### src/rtl/uart_pkg.sv
// Shared definitions for the UART receive path.
//   BYTE_W       width of one serial byte
//   asm_state_t  command-assembler states
//   rx_state_t   byte-receiver states
package uart_pkg;

  localparam int BYTE_W = 8;

  typedef enum logic {
    IDLE,
    ASSEMBLE
  } asm_state_t;

  typedef enum logic {
    RX_IDLE,
    RX_RECV
  } rx_state_t;

endpackage

### src/rtl/uart_cmd_assembler_rcv.sv
// UART_rcv: 8N1 serial byte receiver, LSB first.
// Ports:
//   clk, rst_n   system clock, asynchronous active-low reset
//   RX           serial line, idle high
//   rdy          a received byte is waiting in rx_data
//   rx_data      last received byte
//   clr_rdy      consumer acknowledge, clears rdy
// Parameter BAUD_CLKS is the bit period in clk cycles.
module UART_rcv
  import uart_pkg::*;
#(
  parameter int BAUD_CLKS = 2604
) (
  input  logic              clk,
  input  logic              rst_n,
  input  logic              RX,
  output logic              rdy,
  output logic [BYTE_W-1:0] rx_data,
  input  logic              clr_rdy
);

  localparam int BAUD_W = $clog2(BAUD_CLKS);
  localparam logic [BAUD_W-1:0] HALF_BIT = BAUD_W'(BAUD_CLKS / 2 - 1);
  localparam logic [BAUD_W-1:0] FULL_BIT = BAUD_W'(BAUD_CLKS - 1);

  rx_state_t         state_q, state_d;
  logic [BAUD_W-1:0] baud_q, baud_d;
  logic [3:0]        bit_q, bit_d;
  logic [7:0]        shft_q, shft_d;
  logic              rdy_q, rdy_d;
  logic              rx_meta_q, rx_s_q;

  // Two-stage synchronizer; line idles high so reset to 1 to avoid a false start.
  // NOTE: sequential state is updated with non-blocking assignments so every flop
  // samples the pre-edge values, independent of statement order.
  always_ff @(posedge clk or negedge rst_n) begin
    if (!rst_n) begin
      rx_meta_q <= 1'b1;
      rx_s_q    <= 1'b1;
    end else begin
      rx_meta_q <= RX;
      rx_s_q    <= rx_meta_q;
    end
  end

  // bit_q counts samples: 0 = start bit, 1..8 = data, 9 = stop bit.
  always_comb begin
    // NOTE: every variable gets a default first so no path leaves it unassigned,
    // which would otherwise infer a latch.
    state_d = state_q;
    baud_d  = baud_q;
    bit_d   = bit_q;
    shft_d  = shft_q;
    rdy_d   = rdy_q & ~clr_rdy;

    case (state_q)
      RX_IDLE: begin
        if (!rx_s_q) begin
          // First sample lands mid start bit, later ones a full bit apart.
          state_d = RX_RECV;
          baud_d  = HALF_BIT;
          bit_d   = 4'd0;
          rdy_d   = 1'b0;
        end
      end
      RX_RECV: begin
        if (baud_q != '0) begin
          baud_d = baud_q - 1'b1;
        end else begin
          baud_d = FULL_BIT;
          bit_d  = bit_q + 1'b1;
          if (bit_q == 4'd0) begin
            // Start bit went high again: glitch, not a frame.
            if (rx_s_q) state_d = RX_IDLE;
          end else if (bit_q <= 4'd8) begin
            shft_d = {rx_s_q, shft_q[7:1]};
          end else begin
            // Stop bit: only a correctly framed byte is reported.
            state_d = RX_IDLE;
            rdy_d   = rx_s_q;
          end
        end
      end
      default: state_d = RX_IDLE;
    endcase
  end

  always_ff @(posedge clk or negedge rst_n) begin
    if (!rst_n) begin
      state_q <= RX_IDLE;
      baud_q  <= '0;
      bit_q   <= '0;
      shft_q  <= '0;
      rdy_q   <= 1'b0;
    end else begin
      state_q <= state_d;
      baud_q  <= baud_d;
      bit_q   <= bit_d;
      shft_q  <= shft_d;
      rdy_q   <= rdy_d;
    end
  end

  assign rdy     = rdy_q;
  assign rx_data = shft_q;

endmodule

### src/rtl/uart_cmd_assembler.sv
// uart_cmd_assembler: packs NUM_BYTES consecutive UART bytes into one command word.
// Ports:
//   clk, rst_n    system clock, asynchronous active-low reset
//   RX            serial receive line
//   clr_cmd_rdy   consumer acknowledge; clears cmd_rdy and ovr
//   cmd           last completed command
//   cmd_rdy       cmd holds an unconsumed command
//   ovr           sticky: a completed command was dropped while cmd_rdy was high
//   timeout       one-cycle pulse: a partial command was discarded
// Parameters:
//   NUM_BYTES     bytes per command, 2..8
//   TIMEOUT_CLKS  idle clocks allowed between bytes of one command
//   MSB_FIRST     1: first byte lands in the top byte; 0: first byte lands in cmd[7:0]
//   BAUD_CLKS     serial bit period in clk cycles
module uart_cmd_assembler
  import uart_pkg::*;
#(
  parameter int NUM_BYTES    = 2,
  parameter int TIMEOUT_CLKS = 50000,
  parameter int MSB_FIRST    = 1,
  parameter int BAUD_CLKS    = 2604
) (
  input  logic                        clk,
  input  logic                        rst_n,
  input  logic                        RX,
  input  logic                        clr_cmd_rdy,
  output logic [NUM_BYTES*BYTE_W-1:0] cmd,
  output logic                        cmd_rdy,
  output logic                        ovr,
  output logic                        timeout
);

  localparam int CMD_W = NUM_BYTES * BYTE_W;
  localparam int CNT_W = $clog2(NUM_BYTES);
  localparam int TMR_W = $clog2(TIMEOUT_CLKS);
  localparam logic [CNT_W-1:0] LAST_BYTE = CNT_W'(NUM_BYTES - 1);
  localparam logic [TMR_W-1:0] TMR_LAST  = TMR_W'(TIMEOUT_CLKS - 1);

  logic              rx_rdy;
  logic [BYTE_W-1:0] rx_data;
  logic              clr_rdy;

  asm_state_t        state_q, state_d;
  logic [CNT_W-1:0]  byte_cnt_q, byte_cnt_d;
  logic [TMR_W-1:0]  tmr_q, tmr_d;
  logic [CMD_W-1:0]  shift_q, shift_d;
  logic [CMD_W-1:0]  shift_in;
  logic [CMD_W-1:0]  cmd_q, cmd_d;
  logic              cmd_rdy_q, cmd_rdy_d;
  logic              ovr_q, ovr_d;
  logic              timeout_q, timeout_d;
  logic              complete;

  UART_rcv #(
    .BAUD_CLKS(BAUD_CLKS)
  ) u_rcv (
    .clk    (clk),
    .rst_n  (rst_n),
    .RX     (RX),
    .rdy    (rx_rdy),
    .rx_data(rx_data),
    .clr_rdy(clr_rdy)
  );

  // Every byte is taken the cycle it appears, so rdy is acknowledged at once.
  assign clr_rdy = rx_rdy;

  // Shift register with the incoming byte already inserted; after NUM_BYTES
  // insertions the oldest bytes have been pushed out, so no clear is needed.
  always_comb begin
    if (MSB_FIRST != 0) shift_in = {shift_q[CMD_W-BYTE_W-1:0], rx_data};
    else                shift_in = {rx_data, shift_q[CMD_W-1:BYTE_W]};
  end

  always_comb begin
    state_d    = state_q;
    byte_cnt_d = byte_cnt_q;
    tmr_d      = tmr_q;
    shift_d    = shift_q;
    timeout_d  = 1'b0;
    complete   = 1'b0;

    case (state_q)
      IDLE: begin
        if (rx_rdy) begin
          shift_d    = shift_in;
          byte_cnt_d = CNT_W'(1);
          tmr_d      = '0;
          state_d    = ASSEMBLE;
        end
      end
      ASSEMBLE: begin
        // A byte arriving in the expiry cycle wins over the timeout.
        if (rx_rdy) begin
          shift_d = shift_in;
          tmr_d   = '0;
          if (byte_cnt_q == LAST_BYTE) begin
            complete   = 1'b1;
            byte_cnt_d = '0;
            state_d    = IDLE;
          end else begin
            byte_cnt_d = byte_cnt_q + 1'b1;
          end
        end else if (tmr_q == TMR_LAST) begin
          shift_d    = '0;
          byte_cnt_d = '0;
          tmr_d      = '0;
          timeout_d  = 1'b1;
          state_d    = IDLE;
        end else if (tmr_q != '1) begin
          tmr_d = tmr_q + 1'b1;
        end
      end
      default: state_d = IDLE;
    endcase
  end

  // Output flags. An acknowledge in the completion cycle frees the slot, so
  // the new word loads and the overrun flag is cleared instead of set.
  always_comb begin
    cmd_d     = cmd_q;
    cmd_rdy_d = cmd_rdy_q;
    ovr_d     = ovr_q;

    if (complete) begin
      if (!cmd_rdy_q || clr_cmd_rdy) begin
        cmd_d     = shift_in;
        cmd_rdy_d = 1'b1;
        if (clr_cmd_rdy) ovr_d = 1'b0;
      end else begin
        ovr_d = 1'b1;
      end
    end else if (clr_cmd_rdy) begin
      cmd_rdy_d = 1'b0;
      ovr_d     = 1'b0;
    end
  end

  always_ff @(posedge clk or negedge rst_n) begin
    if (!rst_n) begin
      state_q    <= IDLE;
      byte_cnt_q <= '0;
      tmr_q      <= '0;
      shift_q    <= '0;
      cmd_q      <= '0;
      cmd_rdy_q  <= 1'b0;
      ovr_q      <= 1'b0;
      timeout_q  <= 1'b0;
    end else begin
      state_q    <= state_d;
      byte_cnt_q <= byte_cnt_d;
      tmr_q      <= tmr_d;
      shift_q    <= shift_d;
      cmd_q      <= cmd_d;
      cmd_rdy_q  <= cmd_rdy_d;
      ovr_q      <= ovr_d;
      timeout_q  <= timeout_d;
    end
  end

  assign cmd     = cmd_q;
  assign cmd_rdy = cmd_rdy_q;
  assign ovr     = ovr_q;
  assign timeout = timeout_q;

endmodule

### config.mk
export PLATFORM = sky130hd
export DESIGN_NAME = uart_cmd_assembler
export DESIGN_NICKNAME = d
export VERILOG_FILES = /design/src/rtl/uart_pkg.sv /design/src/rtl/uart_cmd_assembler_rcv.sv /design/src/rtl/uart_cmd_assembler.sv
export SDC_FILE = /design/constraint.sdc
export NUM_CORES = 1
export LEC_CHECK = 0
export BUFFER_PORTS_ARGS = -buffer_cell sky130_fd_sc_hd__buf_2
export CORE_AREA = 2 2 90 71
export CTS_CLUSTER_DIAMETER = 30
export DETAILED_ROUTE_END_ITERATION = 12
export DIE_AREA = 0 0 92 73
export GPL_TIMING_DRIVEN = 0
export MAX_ROUTING_LAYER = met4
export PLACE_DENSITY_LB_ADDON = 0.1
export SLEW_MARGIN = 20
export SYNTH_ARGS = -nofsm -noshare
export SYNTH_HDL_FRONTEND = slang
export SYNTH_SLANG_ARGS = --single-unit
### constraint.sdc
create_clock -name clk -period 5.9 [get_ports clk]
set_input_delay 1.475 -clock clk [delete_from_list [all_inputs] [get_ports clk]]
set_output_delay 1.475 -clock clk [all_outputs]
set_load 0.01 [all_outputs]
==> flow_summary.yaml, run 1 <==
logic_synthesis:
  synth-edff-count: 0
  yosys.area.top_type: "dfrtp_1"
  netlist_top_cells_area: "dfrtp_1 (53%), mux2_2 (8.0%), a21oi_1 (3.1%), nor2_1 (2.8%), nand2_1 (2.6%)"
  netlist_area_sq_mm: 0.00338
  synthDistinctLibCells: 49
  ys_seq_elements: 73
  synth-main-ff-cell: "dfrtp_1"
  syn_area_per_cell_sq_um: 11.0
  yosysWarnings: 0
  synthCells: 308
  yosysTopAreaCellShare: 0.525
  syn_nets: 317
  ys_seq_area_frac: 0.541
  synthArstFlopShare: 1.00
timing:
  skew_ns: 0.00724
  finalSetupViolations: 0
  relSlewSlack: 0.540
  fin_setup_tns_ns: 0
  hold_viol_final: 0
  tightest_slew_ns: 0.690
  max_freq_mhz: 371
  rsz0062_at_grt: "no"
  drv_slew: 0
  period_needed_ns: 2.69
  finalCritPeriodShare: 0.457
  fin_hold_ws_ns: 0.362
critical_path:
  start_kind: "primary input"
  crit_required_ns: 6.13
  cp.arrival_ns: 2.92
  crit_path_end_kind: "register"
  critical_path_class: "primary input to register"
  cp_max_fo: 10
clocking:
  htreeDepth: 3
  post_cts_buffers: 0
  clk_pin_slew_ns: 0.08
  cts_hold_buf: 0
  post_cts_resized: 0
  clock-root-buffer: "clkbuf_8"
  cts_tree: "done"
  numCtsBuffers: 9
  clock_path_buffers: 2
  clock_latency_ns: 0.34
  clkSinkCount: 73
power:
  p_comb_frac: 0.017
  p_int_uw: 701
  pwr-share-seq: 0.557
  p_total_uw: 901
  p_sw_frac: 0.221
  p_leak_nw: 1.81
  clkPwrFrac: 0.426
  ir_drop_uv: 155
  p_per_area_mw_per_mm2: 236
  power.switching_uw: 199
final_layout:
  antenna_cells: 0
  instances_no_fill: 428
  fillers: 459
  area_growth_pct: 12.9
  drive_gt1_frac: 0.231
  num-nets-final: 351
  fin_area_sq_mm: 0.00382
place:
  placed_cell_area_sq_mm: 0.00362
  gp_congestion: 0.861
  hpwl_um: 4180
  place.port_buffers: 22
  dp_cells: 412
drt:
  detail_route.vias_per_cell: 5.66
  drt-met1-wl_um: 3170
  wl_met2_um: 2750
  drt_iter0_markers: 152
  vias: 2422
  wl_per_cell_um: 14.6
  post-route-drc-count: 0
  top_layer: "met4"
  dr_wl_met3_um: 258
  antenna_left: 0
  routed_wl_um: 6240
  drt_pass1_iterations: 4
global_routing:
  grt_start_max_net_pins: 49
  grt_use_total: 0.213
  grt_pass1_vias: 2252
  antenna_found_initial: 0
  grt_first_pass_wirelength_um: 10800
  gr-total-overflow: 0
floorplanning:
  die_y_um: 73
  die_w_um: 92
  start_util: 0.569
  core_area_sq_mm: 0.00594
  dieArea_sq_mm: 0.00672
  rows: 25
  ios: 23
hold_path:
  hold_path_class: "register to register"
outcome:
  status: "complete, no violations"
job:
  cap_violations: 0
==> per-stage QoR <==
stage	util	setup slack, ns
after floorplan	-	3.25
after global placement	0.605	2.84
after detailed placement	0.610	2.85
after CTS	0.643	3.22
after global routing	0.643	3.14
final	0.643	3.21
==> cell usage after synthesis (2+ instances only) <==
master    instances
buf_1             2
o31a_1            2
dfrtp_1          71
mux2i_1           3
ha_1              5
and3_1            4
a41oi_1           2
o41ai_1           2
nor3b_1           2
nor2_1           25
o21ai_0          10
mux2_2           24
nand4_1           9
or3_1             3
nand3_2           2
a21oi_1          21
nor4_2            2
nor3_1            9
inv_1            12
nand2_1          23
a22o_1            8
nor4b_1           2
a21o_1            2
nor4_1            5
or4_1             3
dfstp_2           2
xor2_1            6
o211ai_1          2
clkbuf_1          4
nand3_1          10
buf_2             5
xnor2_1           9
==> worst max-delay path, cell delays in order <==
cell and delay, ns:
buf_2 0.09, inv_1 0.04, a21oi_1 0.56, buf_2 0.38, mux2_2 0.38
==> power by group through the flow <==
| stage | clock network, mW | registers, mW | logic, mW |
|---|---|---|---|
| final | 0.384 | 0.501 | 0.0154 |
| after global routing | 0.418 | 0.501 | 0.0182 |
| after CTS | 0.398 | 0.501 | 0.0162 |
| after detailed placement | 0 | 0.511 | 0.0162 |
| after global placement | 0 | 0.511 | 0.0136 |
| after floorplan | 0 | 0.511 | 0.00193 |
==> state kept, by name, summed over array words and instances, names as in the netlist, 4 cells and up <==
name / cells
cmd: 16
shift_q: 8
tmr_q: 16
u_rcv.baud_q: 12
u_rcv.bit_q: 4
u_rcv.rx_data: 8
==> kinds of logic (layout without fill, tap and decap cells) <==
| kind of cell | after synthesis | count (layout) | share of synthesized area |
|---|---|---|---|
| xor+xnor | 15 | 15 | 0.0388 |
| buf+inv | 23 | 62 | 0.0274 |
| flops | 73 | 73 | 0.541 |
| simple gates | 107 | 107 | 0.173 |
| fa+ha+maj | 5 | 5 | 0.0185 |
| compound gates | 58 | 58 | 0.113 |
| mux | 27 | 27 | 0.0888 |
==> path summary, 6_finish.rpt <==
check,slack [ns],from,to,cells past startpoint
max,3.21,clr_cmd_rdy,cmd[9]$_DFFE_PN0P_,5
min in group asynchronous,1.04,rst_n,tmr_q[12]$_DFFE_PN0P_,1
max in group asynchronous,4.26,rst_n,u_rcv.rx_s_q$_DFF_PN1_,2
min,0.36,u_rcv.rx_meta_q$_DFF_PN1_,u_rcv.rx_s_q$_DFF_PN1_,0
min reg2reg,0.36,u_rcv.rx_meta_q$_DFF_PN1_,u_rcv.rx_s_q$_DFF_PN1_,0
max reg2reg,3.70,u_rcv.baud_q[0]$_DFFE_PN0P_,u_rcv.rx_data[3]$_DFFE_PN0P_,7
==> metal layers <==
layer  vias up  track usage
met5         -            -
met4         0       0.0746
met3         6       0.0579
met2        47        0.294
met1      1187        0.304
li1       1182            -
==> placed cells by master, fill, tap and decap left out, types with 6 or more instances in the layout <==
cell and count:
dfrtp_1 71, buf_2 26, nor2_1 25, mux2_2 24
nand2_1 23, a21oi_1 21, inv_1 12, nand3_1 10
o21ai_0 10, nor3_1 9, nand4_1 9, xnor2_1 9
clkbuf_8 9, a22o_1 8, xor2_1 6
==> final cells by class <==
class	instances	area [sq um]	area share
sequential	73	1830	0.479
multi-input combinational	212	1460	0.382
timing repair buffer	23	140	0.0367
clock buffer	10	128	0.0334
tap	81	101	0.0265
clock inverter	6	67.6	0.0177
buffer	11	47.5	0.0125
inverter	12	45.0	0.0118
Power figures use the tool's default switching activity.
==> run 2: changes to the inputs <==
CORE_AREA = 2 2 95 74   (was 2 2 90 71)
DIE_AREA = 0 0 97 76   (was 0 0 92 73)
clock period = 2.3 ns   (was 5.9 ns; I/O delays follow)
==> run 2 against run 1 <==
  * Critical endpoint is now tmr_q[4]$_DFFE_PN0P_
  * Non-clock buffer count unchanged
  * Highest routed layer unchanged
  * Largest cell class unchanged
  * Final cell count increased by 0.70%
  * Combinational power increased to 2.6 times the previous value
==> flow_summary.yaml, run 2 (synthesis gave the netlist of run 1 again) <==
global_routing:
  met3_usage: 0.0624
  top_usage_layer: "met2"
  grt_first_pass_wirelength_um: 11400
  antenna_found_initial: 0
  use_met2: 0.285
  grt_use_total: 0.195
  use_met1: 0.263
  gr-total-overflow: 0
  grt_pass1_vias: 2446
  grt_start_max_net_pins: 48
clocking:
  clk_pin_slew_ns: 0.08
  htreeDepth: 3
  clock_path_buffers: 2
  clkSinkCount: 73
  numCtsBuffers: 9
  clock_latency_ns: 0.34
  post_cts_buffers: 0
  cts_tree: "done"
  clock-root-buffer: "clkbuf_8"
critical_path:
  crit_path_end_kind: "register"
  cp.arrival_ns: 2.31
  start_kind: "register"
  critical_path_class: "register to register"
  crit_required_ns: 2.52
  cp_max_fo: 10
drt:
  detail_route.vias_per_cell: 5.59
  post-route-drc-count: 0
  antenna_left: 0
  wl_per_cell_um: 14.7
  drt_pass1_iterations: 4
  vias: 2411
  drt_iter0_markers: 80
  routed_wl_um: 6350
timing:
  finalSetupViolations: 0
  rsz0062_at_grt: "no"
  period_needed_ns: 2.08
  fin_setup_tns_ns: 0
  drv_slew: 0
  relSlewSlack: 0.537
  finalCritPeriodShare: 0.905
  hold_viol_final: 0
  max_freq_mhz: 480
  skew_ns: 0.0103
  timing.final.ws_setup_ns: 0.217
  tightest_slew_ns: 0.688
final_layout:
  final_cell_mix: "dfrtp_1 (71), buf_2 (26), nor2_1 (25), mux2_2 (24), nand2_1 (23)"
  antenna_cells: 0
  final_common_cell: "dfrtp_1"
  num-nets-final: 351
  area_growth_pct: 14.7
  drive_gt1_frac: 0.236
job:
  cap_violations: 0
floorplanning:
  dieArea_sq_mm: 0.00737
  start_util: 0.517
  rows: 26
  core_area_sq_mm: 0.00654
  ios: 23
  die_w_um: 97
  die_y_um: 76
place:
  hpwl_um: 4420
  place_ws_ns: 0.0808
  gp_congestion: 0.885
  place.port_buffers: 22
power:
  p_per_area_mw_per_mm2: 652
  p_leak_nw: 1.83
  ir_drop_uv: 406
outcome:
  status: "complete, no violations"
hold_path:
  hold_path_class: "primary input to asynchronous set/reset pin"
-- run 2: path summary, 6_finish.rpt --
check / slack, ns / start / to / cells after the start
max: 0.22 / tmr_q[11]$_DFFE_PN0P_ / tmr_q[4]$_DFFE_PN0P_ / 5
min: 0.14 / rst_n / tmr_q[9]$_DFFE_PN0P_ / 1
max reg2reg: 0.22 / tmr_q[11]$_DFFE_PN0P_ / tmr_q[4]$_DFFE_PN0P_ / 5
min reg2reg: 0.36 / u_rcv.rx_meta_q$_DFF_PN1_ / u_rcv.rx_s_q$_DFF_PN1_ / 0
max in group asynchronous: 1.56 / rst_n / u_rcv.rx_meta_q$_DFF_PN1_ / 2
min in group clk: 0.33 / RX / u_rcv.rx_meta_q$_DFF_PN1_ / 1
-- run 2: repair_timing --
item	CTS	global route
endpoints found under the setup margin	0	11
hold buffers	0	0
gates resized for setup	0	2
-- run 2: layout make-up --
cell class                      instances  area, sq um
Clock inverter                          6          115
Inverter                               12         45.0
Multi-Input combinational cell        212         1470
Sequential cell                        73         1830
Clock buffer                           10          128
Fill cell                             557         2660
Buffer                                 11         47.5
Tap cell                               84          105
Timing Repair Buffer                   23          140
-- run 2: worst max-delay path, stage by stage, from the launching register on --
cell and delay, ns:
dfrtp_1 0.47, or4b_4 0.56, nor4_4 0.45, a21o_1 0.19
buf_2 0.21, nor2_1 0.07
-- run 2: where the power goes --
group          leakage (nW)  switching (mW)  internal, mW
clock                 0.117           0.478         0.727
combinational         0.740          0.0306       0.00888
sequential            0.977        0.000408          1.29
-- run 2: metrics by stage --
stage	area [sq um]	util	total power [mW]	hold WS (ns)	std cells
final	3880	0.593	2.53	0.140	431
after global routing	3880	0.593	2.63	0.150	431
after CTS	3870	0.592	2.57	0.137	431
after detailed placement	3630	0.555	1.35	0.351	415
after global placement	3600	0.550	1.35	0.349	414
after floorplan	3380	-	1.32	0.279	308
-- run 2: layer usage --
layer  part of all wire  routed length [um]
met1               0.50                3180
met4              0.010                  65
met2               0.46                2890
met3              0.033                 207
met5                  0                   0
==> run 3: changes to the inputs <==
CORE_AREA = 3 3 94 74   (was 2 2 95 74)
CTS_BUF_LIST = sky130_fd_sc_hd__clkbuf_8   (was unset)
DIE_AREA = 0 0 97 77   (was 0 0 97 76)
==> run 3 against run 2 <==
  * Wire length fell by 1.2%
  * Hold slack improved by 0.044 ns
  * Count of clock-buffer cells in the layout did not move
  * Die area rose by 1.3%
  * Largest cell class unchanged
  * Largest power group unchanged
==> flow_summary.yaml, run 3 (synthesis gave the netlist of run 1 again) <==
job:
  cap_violations: 0
critical_path:
  path_cells: "or4b_4, nor4_4, nor2_2, a41oi_1, a21oi_1"
  cp_slowest_cell: "or4b_4"
  cp_max_fo: 7
  crit_path_end_kind: "register"
  cp.arrival_ns: 2.29
  crit_required_ns: 2.52
  start_kind: "register"
  critical-path-max-stage-delay_ns: 0.55
  critical_path_class: "register to register"
place:
  place.port_buffers: 22
  place_ws_ns: 0.118
  hpwl_um: 4400
  gp_congestion: 0.846
  dp_cells: 412
  placed_cell_area_sq_mm: 0.00362
global_routing:
  met3_usage: 0.0591
  grt_start_max_net_pins: 38
  grt_use_total: 0.189
  grt_first_pass_wirelength_um: 11100
  grt_pass1_vias: 2380
  use_met1: 0.250
  top_usage_layer: "met2"
  antenna_found_initial: 0
  use_met2: 0.275
  gr-total-overflow: 0
clocking:
  clock-root-buffer: "clkbuf_8"
  cts_tree: "done"
  numCtsBuffers: 9
  clkSinkCount: 73
  htreeDepth: 3
  clk_pin_slew_ns: 0.08
  clock_path_buffers: 2
  post_cts_resized: 0
  cts_hold_buf: 0
  post_cts_buffers: 0
  clock_latency_ns: 0.34
timing:
  finalCritPeriodShare: 0.901
  relSlewSlack: 0.559
  max_freq_mhz: 482
  skew_ns: 0.0112
  finalSetupViolations: 0
  fin_hold_ws_ns: 0.184
  rsz0062_at_grt: "no"
  fin_setup_tns_ns: 0
  timing.final.ws_setup_ns: 0.227
  drv_slew: 0
  hold_viol_final: 0
  tightest_slew_ns: 0.655
  period_needed_ns: 2.07
power:
  ir_drop_uv: 436
  p_per_area_mw_per_mm2: 609
  p_total_mw: 2.33
  p_leak_nw: 1.81
outcome:
  status: "complete, no violations"
final_layout:
  drive_gt1_frac: 0.236
  final_cell_mix: "dfrtp_1 (71), buf_2 (26), nor2_1 (25), mux2_2 (24), nand2_1 (23)"
  antenna_cells: 0
  num-nets-final: 351
  area_growth_pct: 13.2
  multiInputGateArea_sq_mm: 0.00147
  instances_no_fill: 428
  regArea_sq_mm: 0.00183
  final_core_util: 0.622
  final_common_cell: "dfrtp_1"
  fillers: 489
  fin_area_sq_mm: 0.00383
floorplanning:
  ios: 23
  start_util: 0.549
  core_area_sq_mm: 0.00616
  die_y_um: 77
  rows: 25
  die_w_um: 97
  dieArea_sq_mm: 0.00747
hold_path:
  hold_path_class: "primary input to asynchronous set/reset pin"
drt:
  vias: 2412
  drt_iter0_markers: 130
  routed_wl_um: 6280
  wl_per_cell_um: 14.7
  drt_pass1_iterations: 4
  antenna_left: 0
  post-route-drc-count: 0
  detail_route.vias_per_cell: 5.64
## run 3: layout make-up
cell class              count  area share
clock buffers              10      0.0359
multi-input cells         212       0.384
plain buffers              11      0.0124
flip-flops and latches     73       0.478
repair buffers             23      0.0346
clock inverters             6      0.0173
well taps                  81      0.0265
inverters                  12      0.0118
## run 3: power by group
part	switching [mW]	internal, mW
combinational	0.0302	0.00747
sequential	0.000446	1.29
clock	0.475	0.532
## run 3: layer usage
layer | part of all wire | vias up
met1 | 0.51 | 1171
met3 | 0.036 | 11
met5 | 0 | -
li1 | - | 1186
met4 | 0.015 | 0
met2 | 0.44 | 44
## run 3: worst paths after layout
kind | slack (ns) | endpoint | cells past startpoint | start
max | 0.23 | tmr_q[10]$_DFFE_PN0P_ | 5 | tmr_q[11]$_DFFE_PN0P_
min | 0.18 | tmr_q[8]$_DFFE_PN0P_ | 1 | rst_n
max reg2reg | 0.23 | tmr_q[10]$_DFFE_PN0P_ | 5 | tmr_q[11]$_DFFE_PN0P_
max in group asynchronous | 1.57 | cmd[12]$_DFFE_PN0P_ | 2 | rst_n
min reg2reg | 0.36 | u_rcv.rx_s_q$_DFF_PN1_ | 0 | u_rcv.rx_meta_q$_DFF_PN1_
min in group clk | 0.32 | u_rcv.rx_meta_q$_DFF_PN1_ | 1 | RX
## run 3: worst max-delay path, delay by kind of cell, from the launching register on
family | cells | cell delay, ns
DFF | 1 | 0.46
and+or+nand+nor | 3 | 1.17
AOI/OAI and AO/OA | 2 | 0.33
